**src/rtl/cpu_ctrl_pkg.sv**
```systemverilog
// Shared definitions for the multicycle CPU control unit: state encoding,
// instruction decode constants, ALU op codes, datapath mux selects.
package cpu_ctrl_pkg;

  localparam int unsigned OP_W    = 6;
  localparam int unsigned ST_W    = 5;
  localparam int unsigned ALUOP_W = 3;

  typedef enum logic [ST_W-1:0] {
    ST_RESET      = 5'd0,
    ST_FETCH      = 5'd1,
    ST_MEM_WAIT_F = 5'd2,
    ST_IR_LOAD    = 5'd3,
    ST_DECODE     = 5'd4,
    ST_R_EXEC     = 5'd5,
    ST_R_WB       = 5'd6,
    ST_ADDI_EXEC  = 5'd7,
    ST_I_WB       = 5'd8,
    ST_ADDR_CALC  = 5'd9,
    ST_MEM_RD     = 5'd10,
    ST_MEM_WAIT_D = 5'd11,
    ST_LW_WB      = 5'd12,
    ST_MEM_WR     = 5'd13,
    ST_BRANCH     = 5'd14,
    ST_JUMP       = 5'd15,
    ST_EXC        = 5'd16
  } state_e;

  localparam logic [OP_W-1:0] OP_RTYPE = 6'h00;
  localparam logic [OP_W-1:0] OP_ADDI  = 6'h08;
  localparam logic [OP_W-1:0] OP_LW    = 6'h23;
  localparam logic [OP_W-1:0] OP_SW    = 6'h2B;
  localparam logic [OP_W-1:0] OP_BEQ   = 6'h04;
  localparam logic [OP_W-1:0] OP_BNE   = 6'h05;
  localparam logic [OP_W-1:0] OP_J     = 6'h02;

  localparam logic [OP_W-1:0] FN_ADD = 6'h20;
  localparam logic [OP_W-1:0] FN_SUB = 6'h22;
  localparam logic [OP_W-1:0] FN_AND = 6'h24;

  localparam logic [ALUOP_W-1:0] ALU_PASS_A = 3'b000;
  localparam logic [ALUOP_W-1:0] ALU_ADD    = 3'b001;
  localparam logic [ALUOP_W-1:0] ALU_SUB    = 3'b010;
  localparam logic [ALUOP_W-1:0] ALU_AND    = 3'b011;
  localparam logic [ALUOP_W-1:0] ALU_CMP    = 3'b111;

  localparam logic [1:0] IORD_PC      = 2'b00;
  localparam logic [1:0] IORD_ALUOUT  = 2'b01;
  localparam logic [1:0] REGDST_RT    = 2'b00;
  localparam logic [1:0] REGDST_RD    = 2'b01;
  localparam logic [2:0] M2R_ALUOUT   = 3'b000;
  localparam logic [2:0] M2R_MEM      = 3'b001;
  localparam logic       SRCA_PC      = 1'b0;
  localparam logic       SRCA_A       = 1'b1;
  localparam logic [1:0] SRCB_B       = 2'b00;
  localparam logic [1:0] SRCB_FOUR    = 2'b01;
  localparam logic [1:0] SRCB_IMM     = 2'b10;
  localparam logic [1:0] SRCB_IMM_SH2 = 2'b11;
  localparam logic [1:0] PCSRC_ALU    = 2'b00;
  localparam logic [1:0] PCSRC_ALUOUT = 2'b01;
  localparam logic [1:0] PCSRC_JUMP   = 2'b10;
  localparam logic [1:0] PCSRC_EXC    = 2'b11;

  localparam logic [31:0] EXC_VECTOR = 32'h0000_00FC;

  typedef struct packed {
    logic               pc_load;
    logic               mem_write;
    logic               ir_load;
    logic               reg_write;
    logic               regA_load;
    logic               regB_load;
    logic               aluout_load;
    logic [1:0]         iord_sel;
    logic [1:0]         reg_dst_sel;
    logic [2:0]         mem_to_reg_sel;
    logic               alu_srcA_sel;
    logic [1:0]         alu_srcB_sel;
    logic [1:0]         pc_src_sel;
    logic [ALUOP_W-1:0] alu_op;
    logic               illegal_op;
  } ctrl_t;

  function automatic logic r_funct_ok(input logic [OP_W-1:0] fn);
    return (fn == FN_ADD) || (fn == FN_SUB) || (fn == FN_AND);
  endfunction

  function automatic logic [ALUOP_W-1:0] r_alu_op(input logic [OP_W-1:0] fn);
    case (fn)
      FN_ADD:  return ALU_ADD;
      FN_SUB:  return ALU_SUB;
      FN_AND:  return ALU_AND;
      default: return ALU_PASS_A;
    endcase
  endfunction

endpackage

```
**src/rtl/control_unit.sv**
```systemverilog
// Moore control FSM for the multicycle CPU datapath. Outputs are decoded from
// the next state and registered so they are valid the cycle a state is entered.
module control_unit
  import cpu_ctrl_pkg::*;
(
  input  logic               clk,
  input  logic               rst,
  input  logic [OP_W-1:0]    opcode,
  input  logic [OP_W-1:0]    funct,
  input  logic               alu_zero,
  input  logic               alu_overflow,
  output logic               pc_load,
  output logic               mem_write,
  output logic               ir_load,
  output logic               reg_write,
  output logic               regA_load,
  output logic               regB_load,
  output logic               aluout_load,
  output logic [1:0]         iord_sel,
  output logic [1:0]         reg_dst_sel,
  output logic [2:0]         mem_to_reg_sel,
  output logic               alu_srcA_sel,
  output logic [1:0]         alu_srcB_sel,
  output logic [1:0]         pc_src_sel,
  output logic [ALUOP_W-1:0] alu_op,
  output logic               illegal_op,
  output logic [ST_W-1:0]    state_dbg
);

  state_e state_q, state_d;
  ctrl_t  ctrl_q, ctrl_d;
  logic   br_take_c;

  // Next-state logic
  always_comb begin
    state_d = state_q;
    case (state_q)
      ST_RESET:      state_d = ST_FETCH;
      ST_FETCH:      state_d = ST_MEM_WAIT_F;
      ST_MEM_WAIT_F: state_d = ST_IR_LOAD;
      ST_IR_LOAD:    state_d = ST_DECODE;
      ST_DECODE: begin
        case (opcode)
          OP_RTYPE:      state_d = ST_R_EXEC;
          OP_ADDI:       state_d = ST_ADDI_EXEC;
          OP_LW, OP_SW:  state_d = ST_ADDR_CALC;
          OP_BEQ, OP_BNE: state_d = ST_BRANCH;
          OP_J:          state_d = ST_JUMP;
          default:       state_d = ST_EXC;
        endcase
      end
      // and never traps on overflow; add/sub do, and so do unknown functs
      ST_R_EXEC: begin
        if (!r_funct_ok(funct) || (alu_overflow && (funct != FN_AND)))
          state_d = ST_EXC;
        else
          state_d = ST_R_WB;
      end
      ST_ADDI_EXEC:  state_d = alu_overflow ? ST_EXC : ST_I_WB;
      ST_ADDR_CALC:  state_d = (opcode == OP_SW) ? ST_MEM_WR : ST_MEM_RD;
      ST_MEM_RD:     state_d = ST_MEM_WAIT_D;
      ST_MEM_WAIT_D: state_d = ST_LW_WB;
      default:       state_d = ST_FETCH;
    endcase
  end

  // Output decode for the state about to be entered
  always_comb begin
    ctrl_d = '0;
    case (state_d)
      ST_FETCH: begin
        ctrl_d.pc_load      = 1'b1;
        ctrl_d.iord_sel     = IORD_PC;
        ctrl_d.alu_srcA_sel = SRCA_PC;
        ctrl_d.alu_srcB_sel = SRCB_FOUR;
        ctrl_d.alu_op       = ALU_ADD;
        ctrl_d.pc_src_sel   = PCSRC_ALU;
      end
      ST_IR_LOAD: ctrl_d.ir_load = 1'b1;
      ST_DECODE: begin
        ctrl_d.regA_load    = 1'b1;
        ctrl_d.regB_load    = 1'b1;
        ctrl_d.alu_srcA_sel = SRCA_PC;
        ctrl_d.alu_srcB_sel = SRCB_IMM_SH2;
        ctrl_d.alu_op       = ALU_ADD;
        ctrl_d.aluout_load  = 1'b1;
      end
      ST_R_EXEC: begin
        ctrl_d.alu_srcA_sel = SRCA_A;
        ctrl_d.alu_srcB_sel = SRCB_B;
        ctrl_d.alu_op       = r_alu_op(funct);
        ctrl_d.aluout_load  = 1'b1;
      end
      ST_R_WB: begin
        ctrl_d.reg_dst_sel    = REGDST_RD;
        ctrl_d.mem_to_reg_sel = M2R_ALUOUT;
        ctrl_d.reg_write      = 1'b1;
      end
      ST_ADDI_EXEC, ST_ADDR_CALC: begin
        ctrl_d.alu_srcA_sel = SRCA_A;
        ctrl_d.alu_srcB_sel = SRCB_IMM;
        ctrl_d.alu_op       = ALU_ADD;
        ctrl_d.aluout_load  = 1'b1;
      end
      ST_I_WB: begin
        ctrl_d.reg_dst_sel    = REGDST_RT;
        ctrl_d.mem_to_reg_sel = M2R_ALUOUT;
        ctrl_d.reg_write      = 1'b1;
      end
      // address stays on ALUOut while memory returns the load data
      ST_MEM_RD, ST_MEM_WAIT_D: ctrl_d.iord_sel = IORD_ALUOUT;
      ST_LW_WB: begin
        ctrl_d.reg_dst_sel    = REGDST_RT;
        ctrl_d.mem_to_reg_sel = M2R_MEM;
        ctrl_d.reg_write      = 1'b1;
      end
      ST_MEM_WR: begin
        ctrl_d.iord_sel  = IORD_ALUOUT;
        ctrl_d.mem_write = 1'b1;
      end
      ST_BRANCH: begin
        ctrl_d.alu_srcA_sel = SRCA_A;
        ctrl_d.alu_srcB_sel = SRCB_B;
        ctrl_d.alu_op       = ALU_SUB;
        ctrl_d.pc_src_sel   = PCSRC_ALUOUT;
      end
      ST_JUMP: begin
        ctrl_d.pc_load    = 1'b1;
        ctrl_d.pc_src_sel = PCSRC_JUMP;
      end
      ST_EXC: begin
        ctrl_d.pc_load    = 1'b1;
        ctrl_d.pc_src_sel = PCSRC_EXC;
        ctrl_d.illegal_op = 1'b1;
      end
      default: ctrl_d = '0;
    endcase
  end

  always_ff @(posedge clk or negedge rst) begin
    if (!rst) begin
      state_q <= ST_RESET;
      ctrl_q  <= '0;
    end else begin
      state_q <= state_d;
      ctrl_q  <= ctrl_d;
    end
  end

  // Branch outcome is only known from the ALU flags during BRANCH itself
  assign br_take_c = (state_q == ST_BRANCH) &&
                     (((opcode == OP_BEQ) && alu_zero) ||
                      ((opcode == OP_BNE) && !alu_zero));

  assign pc_load        = ctrl_q.pc_load | br_take_c;
  assign mem_write      = ctrl_q.mem_write;
  assign ir_load        = ctrl_q.ir_load;
  assign reg_write      = ctrl_q.reg_write;
  assign regA_load      = ctrl_q.regA_load;
  assign regB_load      = ctrl_q.regB_load;
  assign aluout_load    = ctrl_q.aluout_load;
  assign iord_sel       = ctrl_q.iord_sel;
  assign reg_dst_sel    = ctrl_q.reg_dst_sel;
  assign mem_to_reg_sel = ctrl_q.mem_to_reg_sel;
  assign alu_srcA_sel   = ctrl_q.alu_srcA_sel;
  assign alu_srcB_sel   = ctrl_q.alu_srcB_sel;
  assign pc_src_sel     = ctrl_q.pc_src_sel;
  assign alu_op         = ctrl_q.alu_op;
  assign illegal_op     = ctrl_q.illegal_op;
  assign state_dbg      = state_q;

endmodule

```
**config.mk**
```make
export PLATFORM = sky130hd
export DESIGN_NAME = control_unit
export DESIGN_NICKNAME = d
export VERILOG_FILES = /design/src/rtl/cpu_ctrl_pkg.sv /design/src/rtl/control_unit.sv
export SDC_FILE = /design/constraint.sdc
export NUM_CORES = 1
export LEC_CHECK = 0
export ABC_AREA = 1
export CAP_MARGIN = 20
export CORE_UTILIZATION = 40
export DETAILED_ROUTE_END_ITERATION = 8
export HOLD_SLACK_MARGIN = 0.12
export PLACE_DENSITY = 0.68
export SLEW_MARGIN = 20
export SYNTH_ARGS = -nofsm -noshare
export SYNTH_HDL_FRONTEND = slang
export SYNTH_SLANG_ARGS = --single-unit
```
**constraint.sdc**
```tcl
create_clock -name clk -period 2 [get_ports clk]
set_input_delay 0.2 -clock clk [delete_from_list [all_inputs] [get_ports clk]]
set_output_delay 0.2 -clock clk [all_outputs]
set_load 0.01 [all_outputs]
```
# Word level (Yosys, flattened, before mapping)
# Index checks and enable logic that the tools add are counted.
[totals]
reg_bits = 28
output_inout_bits = 28
wordCells = 90
in_bits = 16
[op_classes]
n_eq_ne = 35
n_reduce_logical = 20
bitwise_logic = 1
muxes = 18
[op_table]
columns = ["op", "n"]
rows = [
  ["5-bit by 4-bit == test with 1-bit output, second input constant", 12],
  ["5-bit case mux with 9 select lines", 1],
  ["5-bit by 3-bit == test with 1-bit output, second input constant", 7],
  ["6-bit == test, second input constant", 5],
  ["5-bit case mux with 5 select lines", 1],
  ["2-bit case mux with 3 select lines", 3],
  ["5-bit by 2-bit == test with 1-bit output, second input constant", 3],
  ["6-bit by 3-bit == test with 1-bit output, second input constant", 2],
  ["3-bit case mux with 4 select lines", 1],
  ["5-bit by 1-bit == test with 1-bit output, second input constant", 2],
  ["5-bit 2-to-1 mux", 2],
  ["3-bit OR reduction", 3],
  ["4-bit case mux with 2 select lines", 1],
  ["2-bit OR reduction", 4],
  ["4-bit OR reduction", 2],
  ["1-bit 2-to-1 mux", 7],
  ["6-bit by 2-bit == test with 1-bit output, second input constant", 1],
  ["6-bit by 4-bit == test with 1-bit output, second input constant", 1],
  ["6-bit logical NOT", 1],
  ["6-bit inequality test, second input constant", 1],
  ["5-bit == test, second input constant", 1],
  ["1-bit logical AND", 4],
  ["1-bit logical OR", 4],
  ["3-bit 2-to-1 mux", 1],
  ["3 further kinds", 4],
]

# Depth between registers and ports, before layout
# Gate-level depths: netlist (run 1).
[logic_depth]
ltp_word = 10
mapped_depth = 12
ltp_nobuf = 12

# Worst setup path after synthesis (run 1)
# No wires, ideal clock.
[synth_timing]
path_kind = "register to register"
startpoint = "reg state_q[3], in the netlist state_dbg[3]"
endpoint = "reg ctrl_q (netlist bit alu_op[0])"
arrival_time_ns = 1.465
synth_period_minus_slack_ns = 1.595
stages_incl_launch_ff = 12
n_path_buf = 1
required_ns = 1.870
setup_ns = 0.130
setup_slack_ns = 0.405
path_cell_list = "dfrtp_1 -> buf_2 -> nor3_1 -> nand2_1 -> nand2_1 -> inv_1 -> nand2_1 -> nand3_4 -> nand2_1 -> nor2_1 -> nor2_2 -> nand3_1"
[synth_lines]
columns = ["element", "line", "text"]
rows = [
  ["start: declaration", "control_unit.sv:30", "state_e state_q, state_d;"],
  ["start signal: assignment", "control_unit.sv:145", "state_q <= state_d;"],
  ["end signal: assignment", "control_unit.sv:146", "ctrl_q <= ctrl_d;"],
  ["end: declaration", "control_unit.sv:31", "ctrl_t ctrl_q, ctrl_d;"],
]

# Final worst setup path (run 1)
[layout_timing]
startpoint = "reg state_q[1], in the netlist state_dbg[1]"
endpoint = "out pc_load"
[layout_via]
elab_chain_cells = 3
[layout_rtl]
columns = ["element", "line", "text"]
rows = [
  ["5-bit by 4-bit == test with 1-bit output", "control_unit.sv:151", "assign br_take_c = (state_q == ST_BRANCH) &&"],
  ["1-bit logical AND", "control_unit.sv:151", ""],
  ["1-bit OR", "control_unit.sv:155", "assign pc_load = ctrl_q.pc_load | br_take_c;"],
  ["end: declaration", "control_unit.sv:12", "output logic pc_load,"],
]
# Every way passes these cells.

==> impl_results.md, run 1 <==
- Average size of a mapped cell: 7.54 um^2
- Final net count: 230
- Yosys Warn Count: 0
- Register bit count reported by yosys: 22
- Setup-failing EPs final: 0
- Post-DP HPWL: 2290 um
- Total GRT Usage: 18.7%
- Min Hold Slack: 0.204 ns
- TritonRoute pass-1 iters: 4
- Initial drt markers: 48
- Most frequent cells in the layout: clkdlybuf4s50_1, inv_1, nand2_1
- Detailed Route WL: 2870 um
- Synth area leaders: dfrtp_1, nand3_1, inv_1
- DR WL/cell: 11.1 um
- CTS buffer count: 3
- Routability Congestion: 0.845
- VDD IR-drop max: 0.422 mV
- Core box area: 3130 um^2
- Placed Cells: 251
- Clock Path Buffers: 2
- H-tree depth: 1
- Instance area at placement: 1700 um^2
- Share of layout cells above drive strength 1: 14.6%
- Root Buffer Master: clkbuf_4
- Max_cap viols: 0
- Detail Route Antenna Nets: 0
- Reg power frac: 29.7%
- Startpoint types: flip-flop
- Register area share after synthesis: 40.6%
- Psw: 0.951 mW
- Setup TNS: 0 ns
- Tot Pwr: 2.27 mW
- # DRC: 0
- Place WS: 0.0224 ns
- Worst EP required: 1.80 ns
- Area growth, synth to finish: 30.7%
- Share of the synthesized area in the top cell type: 40.6%
- CTS Hold Buffers Added: 0
- Gr ovfl total: 0
- Critical Path AT: 1.62 ns
- Commonest non-fill, non-tap cell in the layout: clkdlybuf4s50_1
- Clk pwr share: 15.1%
- Unique masters post-synth: 24
- Routed via count: 1224
- Outcome: completed
- # IOs: 44
- Number of global-route vias before repair: 1181
- Final non-filler cell total: 257
- Tmin final: 1.82 ns
- Power Density: 1280 nW/um^2
- Chip height: 60.3 um
- LEAKAGE: 0.932 nW
- Clock slew at reported path FFs: 0.13 ns
- Die W: 60.3 um
- Util after Layout: 56.7%
- Cell area after layout: 1770 um^2
- CTS Sinks: 22
- Crit. End Element: output port
- I/O Buffers: 38
- Mapped cell area: 1360 um^2
- Crit path kind: flip-flop to output port
- Setup ws final: 0.183 ns
- Internal cell power: 1.32 mW
- Initial core utilization: 43.4%
- N_diodes: 0
- Highest Clock Rate: 550 MHz
- Hold Crit Class: input port to async pin
- CTS tree: built
- Pin count of the biggest net entering global routing: 23
- Vias per cell: 4.76
- Synth area leader: dfrtp_1
- Skew-Pair Late Insertion Delay: 0.32 ns
- First-pass GRT wire length: 5010 um
- Sw frac: 41.9%
- Crit Path Max Fanout: 5
- Fin crit share: 90.8%
- Die Area: 3630 um^2
- Post-Syn Instances: 180
- Antenna violations before repair: 0
- Max-slew violation count: 0
- Final hold vios: 0
- Clock skew: 0.0133 ns
- RSZ-0062 raised after global routing: no
- Gate power share: 55.2%
- FP Rows: 20
## layout make-up
class / instances / area (um^2)
inverter: 33 / 124
clock inverter: 1 / 30.0
clock buffer: 3 / 22.5
tap: 44 / 55.1
fill: 280 / 1350
multi-input combinational: 113 / 593
timing repair buffer: 41 / 398
sequential: 22 / 552
## timing repair
action / in CTS / in global routing
pin swaps: 0 / 1
gates resized for setup: 2 / 5
setup endpoints to repair: 1 / 5
setup buffers: 2 / 0
## synth_stat cells (all sizes together)
cell type and instances:
a21oi 2, nand3 30, o21ai 1, nand3b 1
nand4 2, o21bai 1, conb 1, buf 16
o21a 1, nor2 34, nand2 31, dfrtp 22
nor3 2, nor4 2, o2111ai 1, inv 33
## power groups by stage
stage	Combinational [mW]	Clock, mW	Sequential [mW]
2_1_floorplan	0.791	0	0.701
3_3_place_gp	1.17	0	0.685
3_5_place_dp	1.20	0	0.688
4_1_cts	1.24	0.348	0.665
5_1_grt	1.41	0.373	0.686
6_report	1.25	0.344	0.674
## metal layers
metal / GRT usage (%) / up-vias / share of wire [%]
met1: 21.5 / 566 / 42
met5: 0 / - / 0
met2: 34.2 / 45 / 52
met3: 2.38 / 2 / 4.7
li1: - / 611 / -
met4: 7.97 / 0 / 0.35
## flip-flops by register name, summed over array words and instances, names as in the netlist, 2 cells and up
signal	cells
alu_op	2
alu_srcB_sel	2
pc_src_sel	2
state_dbg	5
## final timing paths
path / slack (ns) / cells after the start / to / startpoint
worst max register to register: 0.21 / 12 / alu_op[0] / state_dbg[0]
worst min-delay path: 0.20 / 2 / iord_sel[0] / rst
min in group clk: 0.56 / 1 / ir_load / state_dbg[4]
worst min register to register: 0.56 / 1 / ir_load / state_dbg[4]
max in group asynchronous: 1.55 / 2 / state_dbg[4] / rst
worst max-delay path: 0.18 / 7 / pc_load / state_dbg[1]
## cell families after synthesis
family,synth area share (%)
compound gates,3.13
buf+inv,17.8
flops,40.6
other cells,0.276
simple gates,38.2
## worst max-delay path, stage by stage (launching register included)
cell and delay [ns]:
dfrtp_1 0.37, inv_1 0.11, nor2_4 0.12, inv_1 0.06
a21oi_1 0.12, o2111ai_1 0.14, o21bai_1 0.21, clkbuf_2 0.16
No activity file was read; power rests on OpenSTA's default activity.
==> inputs of run 2 (changes only) <==
Settings changed: CORE_ASPECT_RATIO from default to 1.2.
==> run 2 against run 1 <==
Hold slack gained 0.011 ns; non-clock buffer count increased by 1; sequential cell count unchanged; clock power rose by 2%; setup slack worse by 0.019 ns.
==> impl_results.md, run 2 (synthesis gave the netlist of run 1 again) <==
- Core box area: 3140 um^2
- Routed via count: 1220
- Clock skew: 0.00372 ns
- H-tree depth: 1
- Hold Crit Class: input port to async pin
- Register-to-Register Path Depth: 8
- Commonest non-fill, non-tap cell in the layout: clkdlybuf4s50_1
- Max_cap viols: 0
- Gr ovfl total: 0
- Initial drt markers: 35
- Area growth, synth to finish: 30.0%
- Vias per cell: 4.88
- Largest register FFs: 5
- Share of layout cells above drive strength 1: 14.5%
- Die W: 55.2 um
- N_diodes: 0
- Skew-Pair Late Insertion Delay: 0.31 ns
- Final net count: 231
- Detail Route Antenna Nets: 0
- Rel. slew slack: 66.9%
- Outcome: completed
- Post-DP HPWL: 2630 um
- Critical Path AT: 1.64 ns
- TritonRoute pass-1 iters: 4
- Die Area: 3630 um^2
- Total GRT Usage: 20.2%
- # DRC: 0
- Worst EP required: 1.80 ns
- Util after Layout: 56.3%
- Power Density: 1310 nW/um^2
- Met2 usage: 37.3%
- Crit. End Element: output port
- Clock slew at reported path FFs: 0.13 ns
- CTS tree: built
- Met1 Use GR: 24.0%
- Most frequent cells in the layout: clkdlybuf4s50_1, inv_1, nand2_1
- Setup-failing EPs final: 0
- # IOs: 44
- Worst-Margin Slew: 0.492 ns
- Crit path kind: flip-flop to output port
- LEAKAGE: 0.937 nW
- Tmin final: 1.84 ns
- Routability Congestion: 0.818
- Antenna violations before repair: 0
- Max-slew violation count: 0
- Crit Path Max Fanout: 3
- Pin count of the biggest net entering global routing: 23
- CTS Sinks: 22
- I/O Buffers: 38
- Highest Clock Rate: 545 MHz
- Detailed Route WL: 3150 um
- CTS Hold Buffers Added: 0
- VDD IR-drop max: 0.690 mV
- CTS buffer count: 3
- Chip height: 65.8 um
- Clock Path Buffers: 2
- Startpoint types: flip-flop
- Min Hold Slack: 0.216 ns
- Final hold vios: 0
- DR WL/cell: 12.6 um
- GR peak layer: met2
- Initial core utilization: 43.3%
- RSZ-0062 raised after global routing: no
- Root Buffer Master: clkbuf_4
- First-pass GRT wire length: 5260 um
- Fin crit share: 91.8%
- GR Util met3: 0.690%
- Number of global-route vias before repair: 1194
- FP Rows: 22
==> run 2: cell types whose count changed in the layout (fill, tap and decap cells not counted) <==
cell / change
buf_4: +1
dfrtp_1: +1
dfrtp_2: -1
nor2_2: +1
nor2_4: -1
==> run 2: critical path: stages, from the launching register on <==
cell	delay, ns
dfrtp_1	0.39
inv_1	0.07
nor2_2	0.13
inv_1	0.08
a21oi_1	0.11
o2111ai_1	0.15
o21bai_1	0.22
clkbuf_2	0.17
==> run 2: power breakdown <==
group | internal, mW | switching (mW) | leakage [nW]
clock | 0.202 | 0.147 | 0.0279
sequential | 0.586 | 0.0848 | 0.287
combinational | 0.537 | 0.750 | 0.622
==> run 2: routing by layer <==
| layer | vias to the layer above | wire length, um |
|---|---|---|
| met5 | - | 0 |
| met4 | 0 | 33 |
| met1 | 575 | 1330 |
| met2 | 33 | 1710 |
| met3 | 2 | 78 |
| li1 | 610 | - |
==> run 2: worst paths after layout <==
path                                   start            to  slack [ns]
worst max register to register  state_dbg[3]     alu_op[1]        0.21
worst min register to register  state_dbg[0]       ir_load        0.58
worst min-delay path                     rst   iord_sel[0]        0.22
worst max-delay path            state_dbg[1]       pc_load        0.16
min in group clk                state_dbg[0]       ir_load        0.58
max in group asynchronous                rst  state_dbg[2]        1.56
==> run 2: layout make-up <==
cell class	instances	area, um^2
tap	36	45.0
fill	329	1370
inverter	33	124
sequential	22	551
clock inverter	1	30.0
clock buffer	3	22.5
multi-input combinational	113	588
timing repair buffer	42	405
==> run 2: what timing repair did <==
action / CTS / global route
resized for setup: 2 / 3
pin swaps: 1 / 1
setup buffers: 1 / 0
setup endpoints to repair: 1 / 5
==> run 2: metrics by stage <==
stage	instance area, um^2	worst slack, ns	TNS [ns]	power, mW	std cells
floorplan	1370	0.405	0	1.49	184
global placement	1700	0.0312	0	1.91	245
detailed placement	1700	-0.0368	-0.0368	1.95	245
CTS	1760	0.0157	0	2.31	250
global route	1770	0.0179	0	2.48	250
finish	1770	0.164	0	2.31	250
==> inputs of run 3 (changes only) <==
Settings changed: PLACE_DENSITY 0.68 to 0.76.
==> run 3 against run 2 <==
Register-to-register slack got worse by 0.09 ns; global-route usage fell by 2.5 points; first-iteration DRC count fell by 26%; fmax fell by 2.1%; sequential share of layout area fell by 0.11 points; clock skew fell by 0.0010 ns; wire length fell by 15%; power fell by 1.9%.
==> impl_results.md, run 3 (synthesis gave the netlist of run 1 again) <==
- Vias per cell: 4.76
- Clock skew: 0.00272 ns
- Highest routed metal layer: met4
- Slowest cell on the critical path: dfrtp_1
- Antenna violations before repair: 0
- Worst path cell trace: nor2_2, inv_1, nor3_1, nor2_1, nand2_1, nand3_4, nand2_1, nor2_1, nor2_2, nand3_1
- Detailed Route WL: 2680 um
- Outcome: completed
- CP delay by family, top: simple AND/OR/NAND/NOR gates
- CTS tree: built
- VDD IR-drop max: 0.738 mV
- Chip height: 65.8 um
- Die W: 55.2 um
- Routability Congestion: 0.917
- Setup-failing EPs final: 0
- TritonRoute pass-1 iters: 4
- Setup TNS: 0 ns
- Most frequent cells in the layout: clkdlybuf4s50_1, inv_1, nand2_1
- Place WS: 0.0483 ns
- Met2 wire length: 1350 um
- # DRC: 0
- Fill cells: 290
- Buf/Inv on CP: 1
- Clock Path Buffers: 2
- Crit-path max cell delay: 0.48 ns
- FF+latch area: 551 um^2
- Final hold vios: 0
- CTS Sinks: 22
- Commonest non-fill, non-tap cell in the layout: clkdlybuf4s50_1
- Skew-Pair Late Insertion Delay: 0.30 ns
- H-tree depth: 1
- Fin crit share: 93.8%
- Die Area: 3630 um^2
- Crit Path Max Fanout: 7
- Max_cap viols: 0
- FP Rows: 22
- N_diodes: 0
- Final net count: 232
- Detail Route Antenna Nets: 0
- Area of the multi-input gates: 583 um^2
- Hold Crit Class: input port to async pin
- Crit. End Element: flip-flop
- First-pass GRT wire length: 4660 um
- Max-slew violation count: 0
- CTS buffer count: 3
- Root Buffer Master: clkbuf_4
- Crit path kind: flip-flop to flip-flop
- Gr ovfl total: 0
- Initial drt markers: 26
- Routed via count: 1194
- # IOs: 44
- Share of layout cells above drive strength 1: 14.4%
- Post-DP HPWL: 2110 um
- Power Density: 1280 nW/um^2
- Largest register FFs: 5
- R2R Setup Slk: 0.12 ns
- Initial core utilization: 43.3%
- Worst EP required: 2.19 ns
- DRT met1 WL: 1170 um
- Critical Path AT: 2.07 ns
- Core box area: 3140 um^2
- DR WL/cell: 10.7 um
- Pin count of the biggest net entering global routing: 23
- Area growth, synth to finish: 30.5%
- Setup ws final: 0.124 ns
- Tmin final: 1.88 ns
- Number of global-route vias before repair: 1114
- Total GRT Usage: 17.7%
- Clock slew at reported path FFs: 0.12 ns
- Startpoint types: flip-flop
- Highest Clock Rate: 533 MHz
- LEAKAGE: 0.942 nW
- Met3 WL: 97 um
- I/O Buffers: 38
-- run 3: cell types whose count changed in the layout (fill, tap and decap cells not counted), sizes merged --
cell         previous run  this run
buf                     4         5
clkbuf                  4         3
dlygate4sd2             0         1
-- run 3: stage by stage --
step / power, mW / area [um^2] / utilization [%] / hold slack (ns) / cells
global placement: 1.87 / 1700 / 54.0 / 0.564 / 244
global route: 2.46 / 1770 / 56.5 / 0.225 / 251
floorplan: 1.49 / 1370 / - / -0.0956 / 184
CTS: 2.25 / 1760 / 56.1 / 0.237 / 250
finish: 2.27 / 1770 / 56.5 / 0.232 / 251
detailed placement: 1.90 / 1700 / 54.0 / 0.571 / 244
-- run 3: repair_timing --
item                                    in CTS  in global routing
buffers inserted                             2                  1
resized for setup                            1                  1
endpoints found under the setup margin       1                  1
hold buffers                                 0                  0
-- run 3: area by class of cell --
cell class                 count  area share (%)
multi-input combinational    113            32.9
sequential                    22            31.1
timing repair buffer          43            23.5
inverter                      33            6.99
tap                           36            2.54
clock inverter                 1            1.69
clock buffer                   3            1.27
-- run 3: power by group --
group          total (mW)  leakage [nW]  internal, mW  switching, mW
clock               0.331        0.0279         0.202          0.129
combinational        1.27         0.627         0.543          0.725
sequential          0.666         0.287         0.586         0.0808
-- run 3: routing by layer --
layer / track usage (%) / vias up
met5: 0 / -
met4: 8.44 / 0
met3: 2.07 / 7
met2: 29.5 / 41
met1: 21.8 / 534
li1: - / 612
-- run 3: final timing paths --
path / depth (start not counted) / end / from
setup / recovery: 10 / aluout_load / state_dbg[4]
hold / removal: 2 / iord_sel[0] / rst
setup reg to reg: 10 / aluout_load / state_dbg[4]
hold reg to reg: 1 / ir_load / state_dbg[2]
max in group asynchronous: 2 / regA_load / rst
min in group clk: 1 / ir_load / state_dbg[2]
